$ cat config.mk
export PLATFORM = sky130hd
export DESIGN_NAME = vrf_port_arbiter
export DESIGN_NICKNAME = d
export VERILOG_FILES = /design/src/rtl/vrf_arb_pkg.sv /design/src/rtl/vrf_rr_picker.sv /design/src/rtl/vrf_port_arbiter.sv
export SDC_FILE = /design/constraint.sdc
export NUM_CORES = 1
export LEC_CHECK = 0
export CAP_MARGIN = 25
export CORE_AREA = 2 2 320 322
export DETAILED_ROUTE_END_ITERATION = 16
export DIE_AREA = 0 0 322 324
export GPL_ROUTABILITY_DRIVEN = 0
export SLEW_MARGIN = 10
export SYNTH_ARGS = -nofsm -noshare
export SYNTH_HDL_FRONTEND = slang
export SYNTH_SLANG_ARGS = --single-unit
$ cat constraint.sdc
create_clock -name clk_i -period 6.13 [get_ports clk_i]
set_input_delay 0.9195 -clock clk_i [delete_from_list [all_inputs] [get_ports clk_i]]
set_output_delay 0.9195 -clock clk_i [all_outputs]
set_load 0.01 [all_outputs]
$ cat src/rtl/vrf_arb_pkg.sv
// rtl/vrf_arb_pkg.sv - shared types and width helpers for the VRF port arbiter
// Contents:
//   arb_state_e : arbiter state (free round-robin or locked to one owner)
//   addr_w()    : RAM address width for a given depth
//   idx_w()     : requester index width for a given requester count
package vrf_arb_pkg;

   typedef enum logic {
      ARB_IDLE   = 1'b0,
      ARB_LOCKED = 1'b1
   } arb_state_e;

   function automatic int addr_w(input int depth);
      return (depth < 2) ? 1 : $clog2(depth);
   endfunction

   function automatic int idx_w(input int num_req);
      return (num_req < 2) ? 1 : $clog2(num_req);
   endfunction

endpackage

$ cat src/rtl/vrf_rr_picker.sv
// rtl/vrf_rr_picker.sv - combinational find-first-set starting at a rotating pointer
// Ports:
//   req : request vector
//   ptr : index searched first; the search wraps modulo NumReq
//   gnt : one-hot winner (all zero when no request)
//   idx : binary index of the winner (0 when no request)
module vrf_rr_picker #(
   parameter int NumReq = 3,
   parameter int IdxW   = 2
) (
   input  logic [NumReq-1:0] req,
   input  logic [IdxW-1:0]   ptr,
   output logic [NumReq-1:0] gnt,
   output logic [IdxW-1:0]   idx
);

   always_comb begin
      int            j;
      logic [IdxW-1:0] jj;
      logic          found;
      gnt   = '0;
      idx   = '0;
      found = 1'b0;
      j     = 0;
      jj    = '0;
      for (int k = 0; k < NumReq; k++) begin
         j = int'(ptr) + k;
         if (j >= NumReq) j = j - NumReq;
         jj = IdxW'(j);
         if (!found && req[jj]) begin
            found   = 1'b1;
            gnt[jj] = 1'b1;
            idx     = jj;
         end
      end
   end

endmodule

$ cat src/rtl/vrf_port_arbiter.sv
// rtl/vrf_port_arbiter.sv - lockable round-robin arbiter sharing one VRF RAM port
// Ports:
//   clk_i, rst_ni          : clock, asynchronous active-low reset
//   req_i, we_i, lock_i    : per-requester request, write enable, keep-ownership
//   addr_i, wdata_i        : packed per-requester address / write data (slice i = requester i)
//   gnt_o                  : one-hot grant, combinational, access happens this cycle
//   rvalid_o, rdata_o      : per-requester read valid (cycle after grant), shared read data
//   ram_req_o .. ram_wdata_o : RAM access driven from the granted slice
//   ram_rdata_i            : RAM registered read data
module vrf_port_arbiter
   import vrf_arb_pkg::*;
#(
   parameter int  NumReq  = 3,
   parameter int  Width   = 128,
   parameter int  Depth   = 256,
   parameter int  MaxLock = 8,
   localparam int AddrW   = addr_w(Depth),
   localparam int IdxW    = idx_w(NumReq),
   localparam int CntW    = $clog2(MaxLock + 1)
) (
   input  logic                    clk_i,
   input  logic                    rst_ni,
   input  logic [NumReq-1:0]       req_i,
   input  logic [NumReq-1:0]       we_i,
   input  logic [NumReq-1:0]       lock_i,
   input  logic [NumReq*AddrW-1:0] addr_i,
   input  logic [NumReq*Width-1:0] wdata_i,
   output logic [NumReq-1:0]       gnt_o,
   output logic [NumReq-1:0]       rvalid_o,
   output logic [Width-1:0]        rdata_o,
   output logic                    ram_req_o,
   output logic                    ram_we_o,
   output logic [AddrW-1:0]        ram_addr_o,
   output logic [Width-1:0]        ram_wdata_o,
   input  logic [Width-1:0]        ram_rdata_i
);

   arb_state_e        state;
   logic [IdxW-1:0]   owner;
   logic [IdxW-1:0]   rr_ptr;
   logic [CntW-1:0]   lock_cnt;
   logic [NumReq-1:0] pick_gnt;
   logic [IdxW-1:0]   pick_idx;
   logic [IdxW-1:0]   sel_idx;
   logic [IdxW-1:0]   next_ptr;
   logic              hold;

   vrf_rr_picker #(
      .NumReq (NumReq),
      .IdxW   (IdxW)
   ) u_picker (
      .req (req_i),
      .ptr (rr_ptr),
      .gnt (pick_gnt),
      .idx (pick_idx)
   );

   // The lock stays in force while the owner still requests or still holds
   // lock. Owner dropping both releases immediately, so round-robin arbitration
   // runs in the same cycle and no slot is lost.
   always_comb begin
      hold    = (state == ARB_LOCKED) && (req_i[owner] || lock_i[owner]);
      gnt_o   = '0;
      sel_idx = pick_idx;
      if (hold) begin
         sel_idx      = owner;
         gnt_o[owner] = req_i[owner];
      end else begin
         gnt_o = pick_gnt;
      end
   end

   assign next_ptr    = (int'(sel_idx) == NumReq - 1) ? '0 : sel_idx + 1'b1;
   assign ram_req_o   = |gnt_o;
   assign ram_we_o    = we_i[sel_idx];
   assign ram_addr_o  = addr_i[int'(sel_idx)*AddrW +: AddrW];
   assign ram_wdata_o = wdata_i[int'(sel_idx)*Width +: Width];
   assign rdata_o     = ram_rdata_i;

   always_ff @(posedge clk_i or negedge rst_ni) begin
      if (!rst_ni) begin
         state    <= ARB_IDLE;
         owner    <= '0;
         rr_ptr   <= '0;
         lock_cnt <= '0;
         rvalid_o <= '0;
      end else begin
         rvalid_o <= (ram_req_o && !ram_we_o) ? gnt_o : '0;
         if (ram_req_o) begin
            if (hold) begin
               // rr_ptr already equals owner+1 from the locking grant; it is
               // rewritten only on exit so the value is explicit there.
               if (lock_i[owner] && (int'(lock_cnt) + 1 < MaxLock)) begin
                  lock_cnt <= lock_cnt + 1'b1;
               end else begin
                  state    <= ARB_IDLE;
                  lock_cnt <= '0;
                  rr_ptr   <= next_ptr;
               end
            end else begin
               rr_ptr <= next_ptr;
               // With MaxLock of 1 the first grant already exhausts the budget.
               if (lock_i[pick_idx] && MaxLock > 1) begin
                  state    <= ARB_LOCKED;
                  owner    <= pick_idx;
                  lock_cnt <= CntW'(1);
               end else begin
                  state    <= ARB_IDLE;
                  lock_cnt <= '0;
               end
            end
         end else if (!hold) begin
            state    <= ARB_IDLE;
            lock_cnt <= '0;
         end
      end
   end

   gnt_onehot0: assert property (@(posedge clk_i) disable iff (!rst_ni) $onehot0(gnt_o));
   rvalid_onehot0: assert property (@(posedge clk_i) disable iff (!rst_ni) $onehot0(rvalid_o));
   gnt_needs_req: assert property (@(posedge clk_i) disable iff (!rst_ni) (gnt_o & ~req_i) == '0);

endmodule

==> results.md, run 1 <==
- The total setup buffers inserted after CTS is 0.
- The share of total power dissipated in combinational logic is 0.960.
- The number of pins exceeding their max-slew limit in the final report is 0.
- The ratio of total power to cell area is 669 mW/mm^2.
- The post-synthesis net count is between 1000 and 1500.
- The worst path needs 5.44 ns of the cycle, external delays included.
- STA puts the critical path data arrival time at 4.52 ns.
- The number of cells traversed by the worst register-to-register path is 11.
- The first global-routing pass estimated approximately 72 mm of wire.
- The die is 322 um wide.
- Of the total power, the clock network draws 0.019.
- The instance area after placement is 0.0105 mm^2.
- After clock tree synthesis, the clock-pin slew on the worst setup and hold paths is 0.04 ns.
- The first routing iteration left about 1000 violations.
- The cell sitting at the root of the clock tree is a clkbuf_16.
- The number of max-capacitance violations reported is 0.
- Summed over all layers, the routed wires come to 61.7 mm.
- The routed length per placed instance is about 27 um.
- For the pin with the worst max-slew slack, the measured transition is roughly 0.83 ns.
- The final-stage net count is 1536.
- The upper clock frequency limit is about 180 MHz.
- The kind of start point of the critical path is an input pin.
- Clock skew on the completed layout was measured at 0.00165 ns.
- The number of storage elements in the synthesis netlist is 12.
- The detail route stage leaves a number of antenna-violating nets equal to 0.
- The number of vias per cell after detailed routing is 3.04.
- The worst hold path was traced through 2 stages.
- In this run the worst hold path is classified as reg -> reg.
- The worst setup path is captured at an output port.
- The most used flip-flop cell after synthesis is dfrtp_1.
- The run finished with clean final reports.
- The number of hold buffers added after cts is 0.
- Summed over all failing endpoints, the final setup total negative slack is 0 ns.
- By area the synthesized netlist is led by a222oi_1 (32%), buf_4 (23%), inv_1 (13%).
- The area of the core region is 0.101 mm^2.
- TritonCTS built the clock tree.
- In this run the tightest slew margin relative to its limit is 0.445.
- In this run the static leakage power is about 4.0 nW.
- The proportion of total power due to net switching is 0.562.
- Dividing the synthesized area by the synthesized cell count gives 7.33 um^2.
- The worst-case IR drop observed on VDD is between 400 and 500 uV.
- Setup repair after global routing left no endpoint under its margin.
- Across every metal layer, demand over resource in global routing totals 0.109.
- Once layout is done, the placed cells without fillers occupy 0.0106 mm^2.
- The largest net degree at the start of global routing is 99.
- During I/O placement, the number of pins put on the boundary was 819.
- After clock tree synthesis, the repair step resized 0 gates.
- The cell type with the highest aggregate area in the netlist is a222oi_1.
- CTS built an H-tree with a depth of 1.
- The number of global-route vias before repair is 6431.
- The most instantiated library cell after synthesis is inv_1.
- The power dissipated by switching net loads is 0.00397 W.
- Of the cells placed in the final design, the portion with a size suffix greater than 1 is 0.0488.
- In the routed design, unresolved DRC markers number 0.
- The area of the die is 0.104 mm^2.
- The proportion of netlist area held by the largest area contributor is 0.324.
- The number of port buffers is around 560.
- The number of antenna violations at the first check in global routing is just under 70.
- The highest net fanout along the worst path is 86.
- The height of the die is between 300 and 400 um.
- The HPWL after detailed placement is ~55 mm.
- The area growth from synthesis to final layout is 151%.
- After synthesis, the most frequently instantiated cells are inv_1 (144), a222oi_1 (136), buf_4 (128), buf_2 (28), clkbuf_1 (17).
- At the worst endpoint, the required time is between 5 and 6 ns.
- The cell count after synthesis is about 570.
- The synthesis warning total is 0.
- The initial utilization of the core area, before any placement, comes to 0.0416.
- The final number of hold-violating endpoints is 0.
- The critical path in this run is classified as in -> out.
- Internal power comes to 0.00310 W.
- The number of CTS-inserted buffers is 3.
- The clock tree buffer depth is 2.
- The first detailed-routing pass ran for 8 iterations.
- The sequential share of power is 0.021.
- The synthesized design contains 0 enable-type register cells.
- The insertion delay of the later-clocked pin in the worst-skew pair is roughly 0.24 ns.
- In the finished design, the share of the clock period the worst path needs comes to 0.887.
- The proportion of register bits with asynchronous set or reset after synthesis is 1.00.
- The count of unique library cells instantiated by Yosys is 54.
- The number of standard-cell rows in the floorplan is 117.
- For this block, the via count after detailed routing is 6995.
- The total setup violations reported at the end of the flow is 0.
- The number of sinks driven by the clock tree is 12.
- The share of the Yosys chip area taken by registers is 0.0714.
- The synthesized cell area is 0.00421 mm^2.
- Global routing finished with a remaining overflow of 0.
-- metal layers --
metal  track usage  routed length [um]  vias up  share of wire
li1              -                   -     2875              -
met4        0.0216                1400       28          0.023
met1         0.127               23600     3271           0.38
met5             0                 181        -         0.0029
met2         0.155               24600      673           0.40
met3        0.0868               12000      148           0.19
-- power groups by stage --
stage / sequential, W / combinational, W / clock (W)
global placement: 0.000146 / 0.00703 / 0
floorplan: 0.000137 / 0.00278 / 0
detailed placement: 0.000147 / 0.00705 / 0
global route: 0.000150 / 0.00745 / 0.000142
CTS: 0.000145 / 0.00710 / 0.000137
finish: 0.000146 / 0.00679 / 0.000135
-- critical path: stages --
cell,delay [ns]
clkdlybuf4s50_1,0.67
mux2i_1,0.20
o21a_1,0.21
o22a_2,0.28
mux2_8,0.51
buf_4,0.36
a222oi_1,0.46
buf_4,0.26
inv_1,0.05
clkdlybuf4s50_1,0.48
-- final cells by class --
| type | instances | area, um^2 |
|---|---|---|
| fillers | 11708 | 90400 |
| repair buffers | 585 | 5820 |
| multi-input cells | 238 | 2150 |
| well taps | 1309 | 1640 |
| inverters | 144 | 541 |
| flip-flops and latches | 12 | 300 |
| clock buffers | 4 | 88.8 |
| diodes | 9 | 22.5 |
-- registers in the layout, summed over array words and instances (netlist names) --
name,count
lock_cnt,4
owner,2
rr_ptr,2
rvalid_o,3
state,1
-- stage by stage --
stage               setup slack [ns]  std cells   util  hold WS (ns)  power (W)
floorplan                       2.57        574      -         0.491    0.00291
global placement             -0.0673       2283  0.103         0.515    0.00718
detailed placement             0.602       2288  0.103         0.522    0.00720
CTS                            0.580       2292  0.104         0.530    0.00739
global route                   0.405       2296  0.104         0.550    0.00774
finish                         0.692       2301  0.105         0.542    0.00707
-- placed cells by master, fill, tap and decap left out, types with 6 or more instances in the layout --
cell | netlist | layout
clkdlybuf4s50_1 | 0 | 561
inv_1 | 144 | 144
a222oi_1 | 136 | 136
buf_4 | 128 | 22
dfrtp_1 | 12 | 12
diode_2 | 0 | 9
nand2_1 | 9 | 9
nor2_1 | 9 | 9
mux2i_1 | 8 | 7
o21ai_0 | 6 | 6
-- cells by family after synthesis --
group                      after synthesis  synth area share
AOI/OAI and AO/OA                      173             0.393
buffers and inverters                  324             0.427
muxes                                   12            0.0297
DFF                                     12            0.0714
and+or+nand+nor                         48            0.0645
adders and majority gates                5            0.0149
-- path summary, 6_finish.rpt --
check	start	to	slack, ns
worst max-delay path	req_i[1]	ram_wdata_o[97]	0.69
worst min-delay path	lock_cnt[3]	lock_cnt[3]	0.54
worst max register to register	rr_ptr[0]	rvalid_o[1]	3.07
worst min register to register	lock_cnt[3]	lock_cnt[3]	0.54
max in group asynchronous	rst_ni	state	4.67
min in group asynchronous	rst_ni	rr_ptr[1]	1.07
Power figures use the tool's default switching activity.
==> inputs of run 2 (changes only) <==
- CTS_CLUSTER_SIZE: default -> 28
==> results of run 2 <==
Final layout, timing and power as in run 1 (identical DEF).
==> inputs of run 3 (changes only) <==
- CORE_AREA: 2 2 320 322 -> 2 2 318 320
- DIE_AREA: 0 0 322 324 -> 0 0 320 322
- SYNTH_HIERARCHICAL: default -> 1
==> results.md, run 3 <==
- The delay of the slowest cell on the worst path is about 0.57 ns.
- In the post-synthesis netlist, the biggest area contributors are a222oi_1 (33%), buf_4 (23%), inv_1 (13%).
- The initial utilization of the core area, before any placement, comes to 0.0417.
- The share of synthesized area in the top cell type comes to 0.330.
- In the routed design, unresolved DRC markers number 0.
- The mean instance size in the synthesized netlist is 7.37 um^2.
- The number of sinks driven by the clock tree is 12.
- The detailed-router iteration count before antenna repair is 9.
- Setup repair after global routing left no endpoint under its margin.
- TritonCTS built the clock tree.
- Summed over all failing endpoints, the final setup total negative slack is 0 ns.
- The main flop type after synthesis is dfrtp_1.
- The clock tree buffer depth is 2.
- Summing internal, switching and leakage power gives between 0.006 and 0.007 W.
- After detailed routing, the total wire length is 63.6 mm.
- Traced cell by cell, the critical path runs through clkdlybuf4s50_1 -> mux2i_1 -> a32o_1 -> a2bb2oi_1 -> nor2_1 -> nand2b_1 -> mux2i_4 -> buf_16 -> buf_4 -> buf_4 -> a222oi_1 -> inv_1 -> clkdlybuf4s50_1.
- The number of hold buffers added after cts is 0.
- The area of the die is 0.103 mm^2.
- The final-stage net count is ~1500.
- The number of antenna violations at the first check in global routing was 88.
- The first global-routing pass estimated 76.2 mm of wire.
- The number of different library cells used by synthesis comes to 44.
- The share of the Yosys chip area taken by registers is 0.0722.
- The ratio of total power to cell area is 640 mW/mm^2.
- In this run, synthesis produced a sequential element count of 12.
- The final number of hold-violating endpoints came to 0.
- The kind of start point of the critical path is an input pin.
- The highest net fanout along the worst path is 29.
- Entering global routing, the biggest net connects 71 pins.
- The number of max-capacitance violations reported is 0.
- The cell at the root of the clock tree is clkbuf_16.
- In this run the worst hold path is classified as reg -> reg.
- The Yosys step of the flow raised 6 warnings.
- The largest clock skew in the final design is 0.00397 ns.
- The total setup violations reported at the end of the flow is 0.
- The upper clock frequency limit is 180 MHz.
- Counting every net in the synthesized netlist gives 1116.
- Once the clock tree was built, the setup fixing pass inserted 0 buffers.
- The worst pin sits at a relative slew slack of 0.536.
- At the pin with the least slew margin, the transition time is 0.689 ns.
- The cell with the biggest individual delay on the critical path is clkdlybuf4s50_1.
- Synthesis produced between 500 and 600 cells.
- The final critical-path share of the clock period is 0.908.
- The residual overflow from global routing is 0.
- The number of pins exceeding their max-slew limit in the final report is 0.
- The number of CTS-inserted buffers is 3.
- The number of fillers in the final layout is 11592.
- The largest register by flop count is lock_cnt.
- The run finished with clean final reports.
- Summing all multi-input logic gate instances after layout gives about 0.0021 mm^2.
- The minimum clock period after layout is 5.57 ns.
- The worst setup path is captured at an output port.
- The final standard cell area without fillers is 0.0105 mm^2.
- From synthesis to final layout, the design area changed by 152%.
- The number of top-level design ports is 819.
- The total global routing track utilization is 0.115.
- The biggest area contributor in the post-synthesis netlist is a222oi_1.
- The endpoint arrival time on the critical path is 4.65 ns.
- The largest registers in the layout are lock_cnt (4), rvalid_o (3).
- Summing all flip-flop and latch instances after layout gives 300 um^2.
- The most instantiated library cell after synthesis is inv_1.
- From bottom edge to top edge, the die measures 322 um.
- After clock tree synthesis, the clock-pin slew on the worst setup and hold paths is 0.04 ns.
- The leakage dissipation is 4.01 nW.
- Once detail routing completed, the nets flagged for antenna violations numbered 0.
- Yosys mapped a number of flops with a built-in enable equal to 0.
- The most common cell after layout, fill and taps aside is clkdlybuf4s50_1.
- The class of the most critical setup path is in -> out.
- The commonest cells after synthesis are inv_1 (146), a222oi_1 (137), buf_4 (129), buf_2 (19), buf_6 (14).
- After detailed routing, the number of vias per cell comes to roughly 3.1.
- In the final layout, the share of cells above drive strength 1 is 0.0289.
- The number of global-route vias before repair is between 6000 and 7000.
- Dividing the detail-routed wire length by the instance count gives 28.0 um.
- The violation count after the first detailed-route iteration is 1037.
- The maximum vdd ir drop is 542 uV.
- The proportion of register bits with asynchronous set or reset after synthesis is 1.00.
- Port buffering added between 500 and 600 buffers.
- In this run the horizontal extent of the chip is 320 um.
- CTS built an H-tree with a depth of 1.
- The instance area after placement is 0.0103 mm^2.
- The area of the core region is 0.0996 mm^2.
- The critical path required time is about 5.2 ns.
- The number of standard-cell rows in the floorplan is 116.
- In this run, post-CTS repair resized a total of 0 instances.
- The HPWL after detailed placement is 57.0 mm.
- The number of flip-flops under the largest register name is 4.
- The later pin in the worst-skew pair is clocked with a latency of 0.24 ns.
- Summing over every cut layer, the via total after detailed routing is 7091.
- In the layout the commonest cells are clkdlybuf4s50_1 (562), inv_1 (146), a222oi_1 (137), dfrtp_1 (12).
- After synthesis the cells add up to 0.00416 mm^2.
## run 3: worst max-delay path: cells and delay by family
family / cells / cell delay [ns]
AOI/OAI and AO/OA: 3 / 0.52
muxes: 2 / 0.66
and+or+nand+nor: 2 / 0.46
buffers and inverters: 6 / 2.04
## run 3: power by group
part / switching [W] / internal [W] / leakage, nW / total [W]
combinational: 0.00338 / 0.00304 / 3.81 / 0.00642
clock: 0.0000341 / 0.0000985 / 0.0442 / 0.000133
sequential: 0.0000370 / 0.000109 / 0.156 / 0.000146
## run 3: cell families (layout without fill, tap and decap cells)
| family | after synthesis | count (layout) | synth area share |
|---|---|---|---|
| AO/OA/AOI/OAI | 171 | 171 | 0.388 |
| adder cells (fa/ha/maj) | 5 | 5 | 0.0151 |
| buffers and inverters | 322 | 726 | 0.439 |
| flip-flops | 12 | 12 | 0.0722 |
| multiplexers | 13 | 13 | 0.0331 |
| other | 0 | 7 | 0 |
| AND/OR/NAND/NOR | 41 | 41 | 0.0533 |
## run 3: per-stage QoR
step	setup WS, ns	util	instances	hold WS (ns)
floorplan	2.61	-	564	0.468
global placement	-0.222	0.103	2259	0.488
detailed placement	0.511	0.104	2261	0.497
CTS	0.499	0.105	2265	0.510
global route	0.311	0.105	2269	0.553
finish	0.563	0.105	2273	0.511
## run 3: path summary, 6_finish.rpt
path | start | to | slack [ns] | cells past startpoint
max | req_i[2] | ram_wdata_o[83] | 0.56 | 13
max reg2reg | rr_ptr[1] | rvalid_o[1] | 2.59 | 12
min | lock_cnt[3] | lock_cnt[3] | 0.51 | 1
max in group asynchronous | rst_ni | owner[0] | 4.70 | 1
min reg2reg | lock_cnt[3] | lock_cnt[3] | 0.51 | 1
min in group asynchronous | rst_ni | rvalid_o[0] | 1.05 | 1
## run 3: layout make-up
class,count,area share
repair buffers,576,0.555
multi-input cells,230,0.198
well taps,1298,0.155
inverters,146,0.0524
flip-flops and latches,12,0.0287
clock buffers,4,0.00849
diodes,7,0.00168
## run 3: per-layer routing
metal | part of all wire | track usage | up-vias
li1 | - | - | 2824
met1 | 0.40 | 0.137 | 3330
met4 | 0.035 | 0.0278 | 46
met5 | 0.0043 | 0 | -
met3 | 0.14 | 0.0684 | 226
met2 | 0.42 | 0.176 | 665
